`src/rtl/iccm_boot_pkg.sv`:
```
// Shared types and defaults for the UART-to-ICCM boot loader.
package iccm_boot_pkg;

  typedef enum logic [2:0] {
    IdleSt  = 3'd0,
    LoadSt  = 3'd1,
    CheckSt = 3'd2,
    DoneSt  = 3'd3,
    ErrSt   = 3'd4
  } boot_state_e;

  localparam logic [31:0] TermWordDefault = 32'h0000_0FFF;

endpackage

```
`src/rtl/prim_flop_2sync.sv`:
```
// Two-flop synchronizer for slow asynchronous level inputs.
module prim_flop_2sync #(
  parameter int unsigned Width      = 1,
  parameter logic [Width-1:0] ResetValue = '0
) (
  input  logic             clk_i,
  input  logic             rst_ni,
  input  logic [Width-1:0] d_i,
  output logic [Width-1:0] q_o
);

  logic [Width-1:0] meta_q;

  always_ff @(posedge clk_i or negedge rst_ni) begin
    if (!rst_ni) begin
      meta_q <= ResetValue;
      q_o    <= ResetValue;
    end else begin
      meta_q <= d_i;
      q_o    <= meta_q;
    end
  end

endmodule

```
`src/rtl/iccm_boot_loader.sv`:
```
// Assembles UART bytes into little-endian words, writes them to sequential ICCM
// addresses and releases the core only after terminator + XOR checksum match.
module iccm_boot_loader
  import iccm_boot_pkg::*;
#(
  parameter int unsigned AddrW         = 12,
  parameter logic [31:0] TermWord      = TermWordDefault,
  parameter int unsigned TimeoutCycles = 100000
) (
  input  logic             clk_i,
  input  logic             rst_ni,
  input  logic             prog_i,
  input  logic             rx_dv_i,
  input  logic [7:0]       rx_byte_i,
  output logic             we_o,
  output logic [AddrW-1:0] addr_o,
  output logic [31:0]      wdata_o,
  output logic             reset_o,
  output logic             done_o,
  output logic             err_o,
  output logic [2:0]       state_o
);

  // Handshake: rx_dv_i is a one-cycle strobe with no ready (every byte must be
  // taken), and we_o is a one-cycle strobe the ICCM always accepts.

  localparam int unsigned TmoW = $clog2(TimeoutCycles + 1);
  localparam logic [TmoW-1:0] TmoMax = TmoW'(TimeoutCycles);

  localparam logic [2:0] StIdle  = IdleSt;
  localparam logic [2:0] StLoad  = LoadSt;
  localparam logic [2:0] StCheck = CheckSt;
  localparam logic [2:0] StDone  = DoneSt;
  localparam logic [2:0] StErr   = ErrSt;

  logic            prog_sync, prog_q, prog_rise;
  logic [2:0]      state_q, state_d;
  logic [1:0]      bcnt_q;
  logic [23:0]     part_q;
  logic [AddrW:0]  wcnt_q;
  logic [31:0]     acc_q, wdata_q;
  logic            we_q, reset_q;
  logic [TmoW-1:0] tmo_q;
  logic            active, start, word_dv, tmo_hit, do_write;
  logic [31:0]     word;

  prim_flop_2sync #(.Width(1)) u_prog_sync (
    .clk_i  (clk_i),
    .rst_ni (rst_ni),
    .d_i    (prog_i),
    .q_o    (prog_sync)
  );

  assign prog_rise = prog_sync & ~prog_q;
  assign active    = (state_q == StLoad) || (state_q == StCheck);
  assign start     = prog_rise && !active;
  assign word      = {rx_byte_i, part_q};
  assign word_dv   = active && rx_dv_i && (bcnt_q == 2'd3);
  // Only a partially received word can time out; gaps between words are free.
  assign tmo_hit   = active && (bcnt_q != 2'd0) && (tmo_q == TmoMax);

  always_comb begin
    state_d  = state_q;
    do_write = 1'b0;
    if (start) begin
      state_d = StLoad;
    end else if (tmo_hit) begin
      state_d = StErr;
    end else if (word_dv) begin
      if (state_q == StLoad) begin
        if (word == TermWord) begin
          state_d = StCheck;
        end else if (wcnt_q[AddrW]) begin
          state_d = StErr;
        end else begin
          do_write = 1'b1;
        end
      end else begin
        state_d = (word == acc_q) ? StDone : StErr;
      end
    end
  end

  always_ff @(posedge clk_i or negedge rst_ni) begin
    if (!rst_ni) begin
      prog_q  <= 1'b0;
      state_q <= StIdle;
      bcnt_q  <= '0;
      part_q  <= '0;
      wcnt_q  <= '0;
      acc_q   <= '0;
      wdata_q <= '0;
      we_q    <= 1'b0;
      reset_q <= 1'b0;
      done_o  <= 1'b0;
      err_o   <= 1'b0;
      tmo_q   <= '0;
    end else begin
      prog_q  <= prog_sync;
      state_q <= state_d;
      we_q    <= do_write;
      reset_q <= (state_d == StIdle) || (state_d == StDone);
      done_o  <= (state_d == StDone);
      err_o   <= (state_d == StErr);
      if (do_write) begin
        wdata_q <= word;
      end
      if (start) begin
        bcnt_q <= '0;
        wcnt_q <= '0;
        acc_q  <= '0;
        tmo_q  <= '0;
      end else begin
        // The address advances one cycle after the write so addr_o stays
        // stable for the whole we_o cycle.
        if (we_q) begin
          wcnt_q <= wcnt_q + 1'b1;
        end
        if (active && rx_dv_i) begin
          bcnt_q <= bcnt_q + 1'b1;
          case (bcnt_q)
            2'd0:    part_q[7:0]   <= rx_byte_i;
            2'd1:    part_q[15:8]  <= rx_byte_i;
            2'd2:    part_q[23:16] <= rx_byte_i;
            default: part_q        <= part_q;
          endcase
        end
        if (do_write) begin
          acc_q <= acc_q ^ word;
        end
        if (!active || (bcnt_q == 2'd0) || rx_dv_i) begin
          tmo_q <= '0;
        end else if (tmo_q != TmoMax) begin
          tmo_q <= tmo_q + 1'b1;
        end
      end
    end
  end

  assign we_o    = we_q;
  assign addr_o  = wcnt_q[AddrW-1:0];
  assign wdata_o = wdata_q;
  assign reset_o = reset_q;
  assign state_o = state_q;

endmodule
```
`config.mk`:
```
export PLATFORM = sky130hd
export DESIGN_NAME = iccm_boot_loader
export DESIGN_NICKNAME = d
export VERILOG_FILES = /design/src/rtl/iccm_boot_pkg.sv /design/src/rtl/prim_flop_2sync.sv /design/src/rtl/iccm_boot_loader.sv
export SDC_FILE = /design/constraint.sdc
export NUM_CORES = 1
export LEC_CHECK = 0
export BUFFER_PORTS_ARGS = -buffer_cell sky130_fd_sc_hd__buf_2
export CORE_ASPECT_RATIO = 1.25
export CORE_MARGIN = 2
export CORE_UTILIZATION = 53
export DETAILED_ROUTE_END_ITERATION = 10
export PLACE_DENSITY = 0.76
export REMOVE_ABC_BUFFERS = 1
export SYNTH_ARGS = -nofsm -noshare
export SYNTH_HDL_FRONTEND = slang
export SYNTH_HIERARCHICAL = 1
export SYNTH_SLANG_ARGS = --single-unit
```
`constraint.sdc`:
```
create_clock -name clk_i -period 2.25 [get_ports clk_i]
set_input_delay 0.1125 -clock clk_i [delete_from_list [all_inputs] [get_ports clk_i]]
set_output_delay 0.1125 -clock clk_i [all_outputs]
set_load 0.03 [all_outputs]
```
# Word-level counts from Yosys, hierarchy flattened
# Cells that the tools add are included.
[word_totals]
register_bits = 130
elab_cells = 76
[classes]
addsub = 3
n_reduce_logical = 20
muxes = 22
n_bitwise = 4
eq_ne = 11
[op_table]
columns = ["op", "n"]
rows = [
  ["$mux 32", 2],
  ["$mux 17", 3],
  ["$eq 32x12->1 const B", 1],
  ["$eq 32x32->1", 1],
  ["$xor 32x32->32", 1],
  ["$mux 13", 2],
  ["$mux 3", 7],
  ["$add 17x1->17 const B", 1],
  ["$eq 17x17->1 const B", 1],
  ["$ne 17x17->1 const B", 1],
  ["$add 13x1->13 const B", 1],
  ["$reduce_and 3->1", 3],
  ["$reduce_bool 2->1", 4],
  ["$eq 3x2->1 const B", 2],
  ["$mux 1", 6],
  ["$logic_and 1x1->1", 5],
  ["$eq 2x2->1 const B", 2],
  ["$logic_or 1x1->1", 4],
  ["$mux 2", 2],
  ["$eq 3x1->1 const B", 1],
  ["$eq 3x3->1 const B", 1],
  ["$logic_not 3->1", 1],
  ["$reduce_bool 3->1", 1],
  ["$add 2x1->2 const B", 1],
  ["other kinds (5)", 6],
]

# Logic depth before layout (Yosys ltp)
# Gate-level depths: netlist (run 1).
[depth]
depth_word = 9
mapped_depth = 11

# Hierarchy
# The synthesis (run 1) kept the hierarchy.
[modules_own_cells]
columns = ["module", "instances", "seq_area_each_um2", "cells_each", "area_each_um2"]
rows = [
  ["iccm_boot_loader", 1, 3203.1, 599, 5904.4],
  ["prim_flop_2sync", 1, 50.0, 2, 50.0],
]

# Least setup slack after synthesis (run 1)
# Ideal clock, no wire load.
[synth_path]
path_type = "reg-to-reg"
from = "register part_q[14]"
to = "register reset_q (netlist: reset_o)"
setup_time_ns = 0.120
t_required_ns = 2.130
arrival_ns = 2.057
stages_incl_launch_ff = 6
path_slack_ns = 0.072
synth_period_minus_slack_ns = 2.178
cell_sequence = "dfrtp_1 -> nand4b_1 -> or4_4 -> or3_1 -> a311o_1 -> a41o_1"
[synth_between]
elab_chain_cells = 8
word_cells_on_any_way = 11
cone_classes = "eq/ne: 3; mux: 6; reduce/logical: 2"
[synth_rtl]
columns = ["item", "line_no", "text"]
rows = [
  ["start: declaration", "iccm_boot_loader.sv:39", "logic [23:0] part_q;"],
  ["start signal: assignment", "iccm_boot_loader.sv:123", "2'd1: part_q[15:8] <= rx_byte_i;"],
  ["start signal: assignment", "iccm_boot_loader.sv:125", "default: part_q <= part_q;"],
  ["$eq 32x32->1 / $eq 32x12->1 (equally long branches)", "iccm_boot_loader.sv:79, iccm_boot_loader.sv:71", ""],
  ["$mux 3, on equally long branches", "iccm_boot_loader.sv:79, iccm_boot_loader.sv:71", ""],
  ["$mux 3 *", "iccm_boot_loader.sv:70", "if (state_q == StLoad) begin"],
  ["$mux 3 *", "iccm_boot_loader.sv:69", "end else if (word_dv) begin"],
  ["$mux 3 *", "iccm_boot_loader.sv:67", "end else if (tmo_hit) begin"],
  ["$mux 3 *", "iccm_boot_loader.sv:65", "if (start) begin"],
  ["$eq 3x2->1 / $logic_not 3->1 (equally long branches)", "iccm_boot_loader.sv:102", "reset_q <= (state_d == StIdle) || (state_d == StDone);"],
  ["$logic_or 1x1->1 *", "iccm_boot_loader.sv:102", ""],
  ["end signal: assignment", "iccm_boot_loader.sv:102", ""],
  ["end: declaration", "iccm_boot_loader.sv:42", "logic we_q, reset_q;"],
]
# Mark *: on every way between the ends. The rest lies on a longest branch, timed or not.
# A chain may end at the register's enable or synchronous reset.

# Final worst setup path (run 1)
[layout_path]
from = "register part_q[3]"
to = "register reset_q (netlist: reset_o)"
# The elaborated chain is that of the path after synthesis.

==> impl_metrics.csv, run 1 <==
group,metric,value,unit
grt,met3_usage,5.30,%
setup_path,rr_worst_depth,7,
final_layout,fillers,730,
setup_path,rrSetupSlack,-190,ps
clock_network,cts_tree,"done",
grt,grt_first_pass_wirelength,23800,µm
setup_path,crit_chain,"xnor2_1, nand4_1, nor4_1, nand4_1, a311o_1, nor3_2, a41o_1",
sta,finClkSkew,9.18,ps
final_layout,layout_common_cells,"dfrtp_1 (128), nand2_1 (113), buf_2 (61), nor2_1 (54), o21ai_1 (43)",
routing,vias_per_cell,6.01,
die,core_area,11000,µm²
die,io_pins,63,
outcome,status,"complete, but fails checks",
setup_path,path_class,"reg2reg",
die,fp.dieH,123,µm
synthesis,syn_area_per_cell,9.91,µm²
clock_network,clk_pin_slew_worst_paths,60,ps
routing,avgRoutedWirePerCell,19.8,µm
placed_design,dp_slack,-155,ps
setup_path,r2r_start,"part_q[3]",
pwr,power_density,1430,nW/µm²
hold_path,hp-class,"in2reg",
clock_network,cts_buffer_depth,2,
setup_path,critical_path_required,2600,ps
sta,setup_ws,-191,ps
sta,hold_viol_final,0,
die,num_rows,43,
final_layout,antenna_cells,0,
pwr,vdd_drop_max,0.773,mV
routing,vias,5065,
die,dieArea,12100,µm²
sta,fmax,410,MHz
final_layout,layout-drive-gt1-share,30.8,%
synthesis,ys_seq_elements,130,
routing,drtPass1Iterations,5,
pwr,leakage,3.71,nW
synthesis,synth.distinct_cells,44,
hold_path,holdPathEnd,"wdata_o[24]",
grt,grt_pass1_vias,4822,
routing,route.detailed.drc,0,
final_layout,nNetsFinal,715,
setup_path,max_stage_delay,460,ps
hold_path,whs_path_depth,3,
placed_design,portBuffers,62,
synthesis,synth.top_cell.area_share,54.6,%
outcome,violations,"negative setup slack",
placed_design,dp.cells,794,
grt,use_met2,41.6,%
final_layout,area_growth,30.3,%
die,fp.dieW,98.8,µm
sta,slew_headroom,62.1,%
hold_path,worstHoldStart,"rx_byte_i[0]",
setup_path,cp_data_arrival_time,2800,ps
grt,antenna_found_initial,0,
clock_network,cts.htree.levels,4,
final_layout,final_common_cell,"dfrtp_1",
synthesis,yosysSeqAreaShare,54.6,%
synthesis,syn_area,5950,µm²
clock_network,cts_num_sinks,130,
final_layout,final_util,70.4,%
sta,finalMaxSlewViolations,0,
clock_network,clock_tree.root_cell,"clkbuf_16",
clock_network,clk_latency,420,ps
sta,grt_setup_unrepaired,"true",
die,start_util,54.0,%
synthesis,yosys-top-cells-area,"dfrtp_1 (55%), nand2_1 (7.5%), o21ai_1 (5.5%)",
setup_path,start_kind,"flip-flop",
grt,track_usage,25.2,%
synthesis,syn_inst,601,
grt,gr-total-overflow,0,
sta,period_needed,2440,ps
sta,setup_viol,55,
grt,grt_max_degree,62,
final_layout,final_cells,843,
grt,met1_usage,31.8,%
setup_path,cp_common_cell,"nand4_1",
placed_design,place.gp.congestion,0.897,
routing,drtIter0Drc,460,
grt,top_usage_layer,"met2",
setup_path,critPathMaxFanout,5,
setup_path,worstSetupEndpointType,"flip-flop",
clock_network,cts_buffers,17,
routing,drt-total-wl,16700,µm
routing,final_antenna_net_count,0,
setup_path,cp_slowest_cell,"a311o_1",
synthesis,synth_edf_count,0,
sta,final.period_utilization,109,%
sta,worst_pin_slew,568,ps
placed_design,dp_hpwl,9320,µm
synthesis,async_flop_share,100,%
run,maxCapViolations,0,
synthesis,yosysTopAreaCell,"dfrtp_1",
sta,hold_slack,35.3,ps
synthesis,ys_warn_count,6,
synthesis,synth_ff_type,"dfrtp_1",
setup_path,timing.rr.end,"reset_o",
==> cell type report <==
cell class              count  area (µm²)  area share [%]
inverters                  10        37.5           0.484
clock buffers              18         439            5.66
flip-flops and latches    130        3260            41.9
repair buffers            105         857            11.0
multi-input cells         432        2750            35.4
well taps                 135         169            2.18
clock inverters            13         258            3.32
==> state kept, by name (all words and copies together) (netlist names) <==
signal,flops
reset_o,1
part_q,24
acc_q,32
we_o,1
u_prog_sync/q_o,1
state_o,3
u_prog_sync/meta_q,1
done_o,1
err_o,1
wdata_o,32
tmo_q,17
bcnt_q,2
wcnt_q,13
prog_q,1
==> how the worst max path moves through the flow <==
stage	depth (start not counted)	slack (ps)	endpoint	from
after global placement	8	-70	reset_o	part_q[14]
after detailed placement	8	-160	reset_o	part_q[13]
after floorplan	10	-2230	acc_q[0]	tmo_q[0]
after CTS	9	-20	acc_q[8]	part_q[14]
after global routing	7	-240	reset_o	part_q[23]
final	7	-190	reset_o	part_q[3]
==> cells by family (layout without fill, tap and decap cells) <==
family	Yosys count	count (layout)	share of synthesized area (%)
buf+inv	39	146	3.36
xor+xnor	57	57	8.38
simple gates	261	261	20.2
fa+ha+maj	7	7	1.47
mux	26	26	4.88
flops	130	130	54.6
compound gates	81	81	7.12
==> repair_timing <==
action,in CTS,in global routing
hold buffers,2,0
setup endpoints to repair,17,67
pin swaps,5,19
resized for setup,9,62
endpoints found under the hold margin,39,0
buffers inserted,1,6
cloned,2,7
==> synthesized netlist by cell type (all sizes together) (5+ instances only) <==
cell type and number:
xnor2 36, xor2 21, nand4 20, nor2 68
ha 7, nor4 6, mux2 24, or3 7
o21ai 72, nand2 119, inv 10, clkbuf 5
nand3 11, buf 24, dfrtp 130, and3 8
==> critical path: cells and delay by family, from the launching register on <==
| kind | cells | cell delay [ps] |
|---|---|---|
| AO/OA/AOI/OAI | 2 | 580 |
| flip-flops | 1 | 440 |
| AND/OR/NAND/NOR | 4 | 930 |
| XOR/XNOR | 1 | 420 |
==> per-stage QoR <==
stage               power, mW  setup TNS, ps  area (µm²)
finish                   11.1          -2630        7760
global route             11.5          -6850        7760
CTS                      10.5          -24.4        7330
detailed placement       7.05           -315        6500
global placement         6.92          -71.4        6500
floorplan                5.83        -108580        5790
==> where the power goes <==
group	total, mW	switching, mW	internal, mW
sequential	3.78	0.725	3.06
combinational	4.02	2.41	1.62
clock	3.26	1.04	2.22
==> per-layer routing <==
| layer | share of wire (%) | vias to the layer above |
|---|---|---|
| li1 | - | 2211 |
| met1 | 37 | 2488 |
| met2 | 50 | 287 |
| met3 | 7.1 | 79 |
| met4 | 5.2 | 0 |
| met5 | 0 | - |
Power figures use the tool's default switching activity.
==> run 2, diff against run 1 <==
- CORE_UTILIZATION: 53 -> 63
- PLACE_DENSITY: 0.76 -> default
- PLACE_DENSITY_LB_ADDON: default -> 0.3
- clock period: 2.25 -> 3.15 ns (I/O delays scaled with it)
==> impl_metrics.csv, run 2 (synthesis gave the netlist of run 1 again) <==
group,metric,value,unit
setup_path,rrSetupSlack,320,ps
setup_path,worstSetupEndpointType,"flip-flop",
setup_path,start_kind,"flip-flop",
final_layout,fillers,654,
clock_network,cts_buffer_depth,2,
setup_path,endpoint,"acc_q[6]",
sta,finClkSkew,8.94,ps
setup_path,rr_worst_depth,11,
die,num_rows,39,
clock_network,cts_tree,"done",
setup_path,cp_num_buf_inv,3,
clock_network,cts.htree.levels,4,
grt,antenna_found_initial,0,
grt,gr-total-overflow,0,
die,core_area,9170,µm²
sta,fin_tns_setup,0,ps
final_layout,nNetsFinal,680,
routing,drtIter0Drc,360,
clock_network,postCtsSetupRepairBufs,0,
routing,avgRoutedWirePerCell,17.3,µm
clock_network,clk_pin_slew_worst_paths,60,ps
setup_path,cp_slowest_cell,"dfrtp_1",
placed_design,place.gp.congestion,0.906,
sta,grt_setup_unrepaired,"false",
setup_path,crit_family,"simple AND/OR/NAND/NOR gates",
clock_network,cts_buffers,17,
placed_design,dpl-instance-area,6310,µm²
setup_path,critPathMaxFanout,34,
final_layout,antenna_cells,0,
setup_path,cp.depth,11,
die,io_pins,63,
setup_path,cp_common_cell,"o21ai_1",
sta,period_needed,2830,ps
setup_path,critical_path_required,3490,ps
routing,drt-total-wl,13800,µm
sta,final.period_utilization,89.9,%
setup_path,r2r_start,"tmo_q[0]",
final_layout,final_util,75.9,%
routing,drtPass1Iterations,5,
setup_path,crit_path_start,"tmo_q[0]",
sta,slew_headroom,28.4,%
setup_path,crit_chain,"inv_1, ha_1, nor4b_1, nand4_1, or3_4, nand3b_1, inv_2, nor2_2, buf_4, o21ai_1, o21ai_1",
die,start_util,64.9,%
pwr,vdd_drop_max,0.635,mV
final_layout,fin_area,6970,µm²
placed_design,portBuffers,62,
hold_path,hp-class,"in2reg",
setup_path,cp_data_arrival_time,3170,ps
run,maxCapViolations,0,
grt,grt_first_pass_wirelength,23300,µm
die,fp.dieH,113,µm
setup_path,path_class,"reg2reg",
routing,route.detailed.drc,0,
final_layout,area_growth,17.0,%
sta,hold_slack,71.4,ps
clock_network,cts_num_sinks,130,
routing,final_antenna_net_count,0,
final_layout,layout_common_cells,"dfrtp_1 (130), nand2_1 (119), nor2_1 (66), o21ai_1 (65), buf_2 (61)",
clock_network,clk_latency,420,ps
pwr,leakage,3.35,nW
clock_network,clock_tree.root_cell,"clkbuf_16",
die,fp.dieW,91.0,µm
sta,setup_viol,0,
outcome,status,"finished clean",
sta,finalMaxSlewViolations,0,
setup_path,max_stage_delay,420,ps
pwr,power_density,1010,nW/µm²
grt,track_usage,28.9,%
placed_design,dp_hpwl,8870,µm
setup_path,timing.rr.end,"acc_q[6]",
sta,hold_viol_final,0,
grt,grt_pass1_vias,4869,
pwr,power,7.03,mW
sta,worst_pin_slew,1070,ps
sta,fmax,353,MHz
die,dieArea,10300,µm²
grt,grt_max_degree,88,
final_layout,final_common_cell,"dfrtp_1",
final_layout,layout-drive-gt1-share,19.3,%
routing,vias_per_cell,5.90,
routing,vias,4704,
==> run 2: changes by cell type in the layout (fill, tap and decap cells not counted), sizes merged <==
cell and change:
clkinv -1, bufinv -3, buf -27, clkbuf -2
bufbuf -1
==> run 2: timing repair <==
item                                    in CTS  in global routing
endpoints found under the hold margin       85                  0
gates resized for setup                      0                  0
endpoints found under the setup margin       0                  0
hold buffers                                 2                  0
==> run 2: layout make-up <==
| class | instances | area, µm² | share of cell area (%) |
|---|---|---|---|
| well taps | 123 | 154 | 2.21 |
| repair buffers | 70 | 378 | 5.42 |
| flip-flops and latches | 130 | 3250 | 46.7 |
| inverters | 10 | 37.5 | 0.539 |
| clock buffers | 23 | 488 | 7.01 |
| clock inverters | 9 | 151 | 2.17 |
| multi-input cells | 432 | 2500 | 35.9 |
==> run 2: worst min path at each step <==
stage | startpoint | to | slack, ps | cells past startpoint
6_report | rx_byte_i[4] | wdata_o[28] | 70 | 3
5_1_grt | rx_byte_i[0] | wdata_o[24] | 90 | 3
4_1_cts | rx_byte_i[4] | wdata_o[28] | 60 | 3
3_5_place_dp | prog_i | u_prog_sync/meta_q | 270 | 1
3_3_place_gp | prog_i | u_prog_sync/meta_q | 270 | 1
2_1_floorplan | rst_ni | acc_q[0] | -140 | 0
==> run 2: worst register-to-register path: cells and delay by family (launching register included) <==
kind                       cells  cell delay, ps
AOI/OAI and AO/OA              2             300
DFF                            1             420
adders and majority gates      1             150
buffers and inverters          3             730
and+or+nand+nor                5            1140
==> run 2: report_power, final <==
group          leakage [nW]  internal (mW)  switching [mW]  total (mW)
combinational          1.35          0.811            1.41        2.22
clock                 0.313           1.41           0.721        2.13
sequential             1.69           2.18           0.510        2.69
total                  3.35           4.40            2.64        7.03
==> run 2: stage by stage <==
stage | cells | worst slack, ps
3_3_place_gp | 763 | 597
6_report | 797 | 319
3_5_place_dp | 763 | 436
5_1_grt | 797 | 176
4_1_cts | 797 | 348
2_1_floorplan | 572 | -1330
==> run 2: layer usage <==
layer  track usage (%)  routed length [µm]  share of wire (%)
met5                 0                   0                  0
met4              12.3                 404                2.9
met1              35.6                5470                 40
met3              6.39                 719                5.2
met2              49.3                7170                 52
==> run 3, diff against run 2 <==
- clock period: 3.15 -> 3.4 ns (I/O delays scaled with it)
==> impl_metrics.csv, run 3 (synthesis gave the netlist of run 1 again) <==
group,metric,value,unit
grt,antenna_found_initial,0,
clock_network,clk_pin_slew_worst_paths,60,ps
setup_path,worstSetupEndpointType,"flip-flop",
run,maxCapViolations,0,
sta,finClkSkew,4.99,ps
setup_path,rrSetupSlack,590,ps
die,io_pins,63,
clock_network,clock_tree.root_cell,"clkbuf_16",
setup_path,critPathMaxFanout,34,
final_layout,layout_common_cells,"dfrtp_1 (130), nand2_1 (119), nor2_1 (66), o21ai_1 (65), buf_2 (61)",
pwr,swShare,37.3,%
grt,gr-total-overflow,0,
setup_path,cp_slowest_cell,"or4_4",
final_layout,antenna_cells,0,
die,start_util,64.9,%
setup_path,cp.depth,9,
setup_path,rr_worst_depth,9,
die,dieArea,10300,µm²
sta,hold_slack,83.6,ps
final_layout,final_common_cell,"dfrtp_1",
placed_design,place.gp.congestion,0.922,
sta,setup_ws,593,ps
routing,vias_per_cell,5.85,
sta,final.period_utilization,82.6,%
sta,fmax,356,MHz
grt,grt_max_degree,77,
clock_network,cts_tree,"done",
setup_path,crit_chain,"nand4bb_1, or4_4, o21ai_1, nand3b_1, inv_2, nor2_2, buf_4, o21ai_1, o21ai_1",
die,num_rows,39,
pwr,leakage,3.34,nW
final_layout,fin_area,6970,µm²
pwr,switchingPower,2.43,mW
routing,route.detailed.drc,0,
final_layout,layout-drive-gt1-share,19.1,%
final_layout,area_growth,17.0,%
outcome,status,"finished clean",
final_layout,fillers,629,
die,core_area,9170,µm²
routing,top_layer,"met4",
placed_design,dp_slack,688,ps
grt,track_usage,28.4,%
pwr,power_density,935,nW/µm²
sta,hold_viol_final,0,
final_layout,seqCellArea,3250,µm²
sta,period_needed,2810,ps
clock_network,cts_buffers,17,
routing,wl_met2,6950,µm
die,fp.dieW,91.0,µm
routing,drt-total-wl,13500,µm
final_layout,multi_input_area,2500,µm²
routing,drtIter0Drc,342,
setup_path,cp_common_cell,"o21ai_1",
sta,grt_setup_unrepaired,"false",
pwr,vdd_drop_max,0.557,mV
grt,grt_first_pass_wirelength,23000,µm
placed_design,dpl-instance-area,6300,µm²
final_layout,nNetsFinal,677,
setup_path,crit_family,"simple AND/OR/NAND/NOR gates",
pwr,p_seq_share,38.2,%
routing,vias,4641,
hold_path,whs_path_depth,3,
routing,drtPass1Iterations,5,
setup_path,cp_num_buf_inv,2,
setup_path,critical_path_required,3730,ps
setup_path,start_kind,"flip-flop",
routing,avgRoutedWirePerCell,17.0,µm
clock_network,cts_buffer_depth,2,
sta,worst_pin_slew,948,ps
sta,finalMaxSlewViolations,0,
pwr,internal_power,4.09,mW
pwr,p_comb_share,31.2,%
placed_design,portBuffers,62,
clock_network,cts_num_sinks,130,
setup_path,max_stage_delay,580,ps
routing,final_antenna_net_count,0,
placed_design,dp_hpwl,8450,µm
routing,met3_length,714,µm
routing,met1_length,5380,µm
clock_network,cts.htree.levels,4,
grt,grt_pass1_vias,4792,
hold_path,hp-class,"in2reg",
setup_path,cp_data_arrival_time,3140,ps
clock_network,clk_latency,420,ps
pwr,clkPwrFrac,30.6,%
sta,setup_viol,0,
setup_path,path_class,"reg2reg",
sta,slew_headroom,36.8,%
clock_network,post_cts_resized,0,
die,fp.dieH,113,µm
run 3: cell count changes in the layout (fill, tap and decap cells not counted), sizes merged:
| cell | previous run | this run |
|---|---|---|
| clkinvlp | 1 | 3 |
| buf | 68 | 65 |
| clkbuf | 23 | 19 |
| bufinv | 4 | 5 |
| clkinv | 4 | 5 |
run 3: area by class of cell:
cell class              count  share of cell area (%)
repair buffers             67                    5.28
clock buffers              19                    6.36
clock inverters            13                    3.00
flip-flops and latches    130                    46.7
inverters                  10                   0.539
multi-input cells         432                    35.9
well taps                 123                    2.21
run 3: routing by layer:
layer / vias to the layer above / track usage, %
met2: 177 / 46.9
met4: 0 / 15.3
met1: 2285 / 35.4
li1: 2135 / -
met5: - / 0
met3: 44 / 6.13
run 3: metrics by stage:
stage                     util [%]  instances  TNS (ps)  total power [mW]
after global routing          76.0        794         0              6.85
final                         76.0        794         0              6.51
after detailed placement      68.6        760         0              4.49
after floorplan                  -        572    -34440              3.86
after CTS                     76.0        794         0              6.52
after global placement        68.6        760         0              4.41
run 3: final timing paths:
check                                    from         endpoint
setup / recovery                   part_q[12]         acc_q[5]
hold reg to reg            u_prog_sync/meta_q  u_prog_sync/q_o
min in group asynchronous              rst_ni        wcnt_q[0]
hold / removal                   rx_byte_i[0]      wdata_o[24]
setup reg to reg                   part_q[12]         acc_q[5]
max in group asynchronous              rst_ni        acc_q[29]
run 3: power by group through the flow:
| stage | clock network, mW | logic [mW] | registers (mW) |
|---|---|---|---|
| 6_report | 1.99 | 2.03 | 2.49 |
| 4_1_cts | 2.01 | 2.03 | 2.48 |
| 3_3_place_gp | 0 | 1.94 | 2.46 |
| 5_1_grt | 2.08 | 2.22 | 2.55 |
| 3_5_place_dp | 0 | 2.00 | 2.49 |
| 2_1_floorplan | 0 | 1.05 | 2.80 |
run 3: tightest hold or removal path, cell delays in order:
cell	delay, ps
buf_2	150
nand2_1	90
nand2_1	50
run 3: what timing repair did:
item | 4_1_cts | 5_1_grt
hold buffers | 2 | 0
setup endpoints to repair | 0 | 0
setup buffers | 0 | 0
endpoints found under the hold margin | 76 | 0
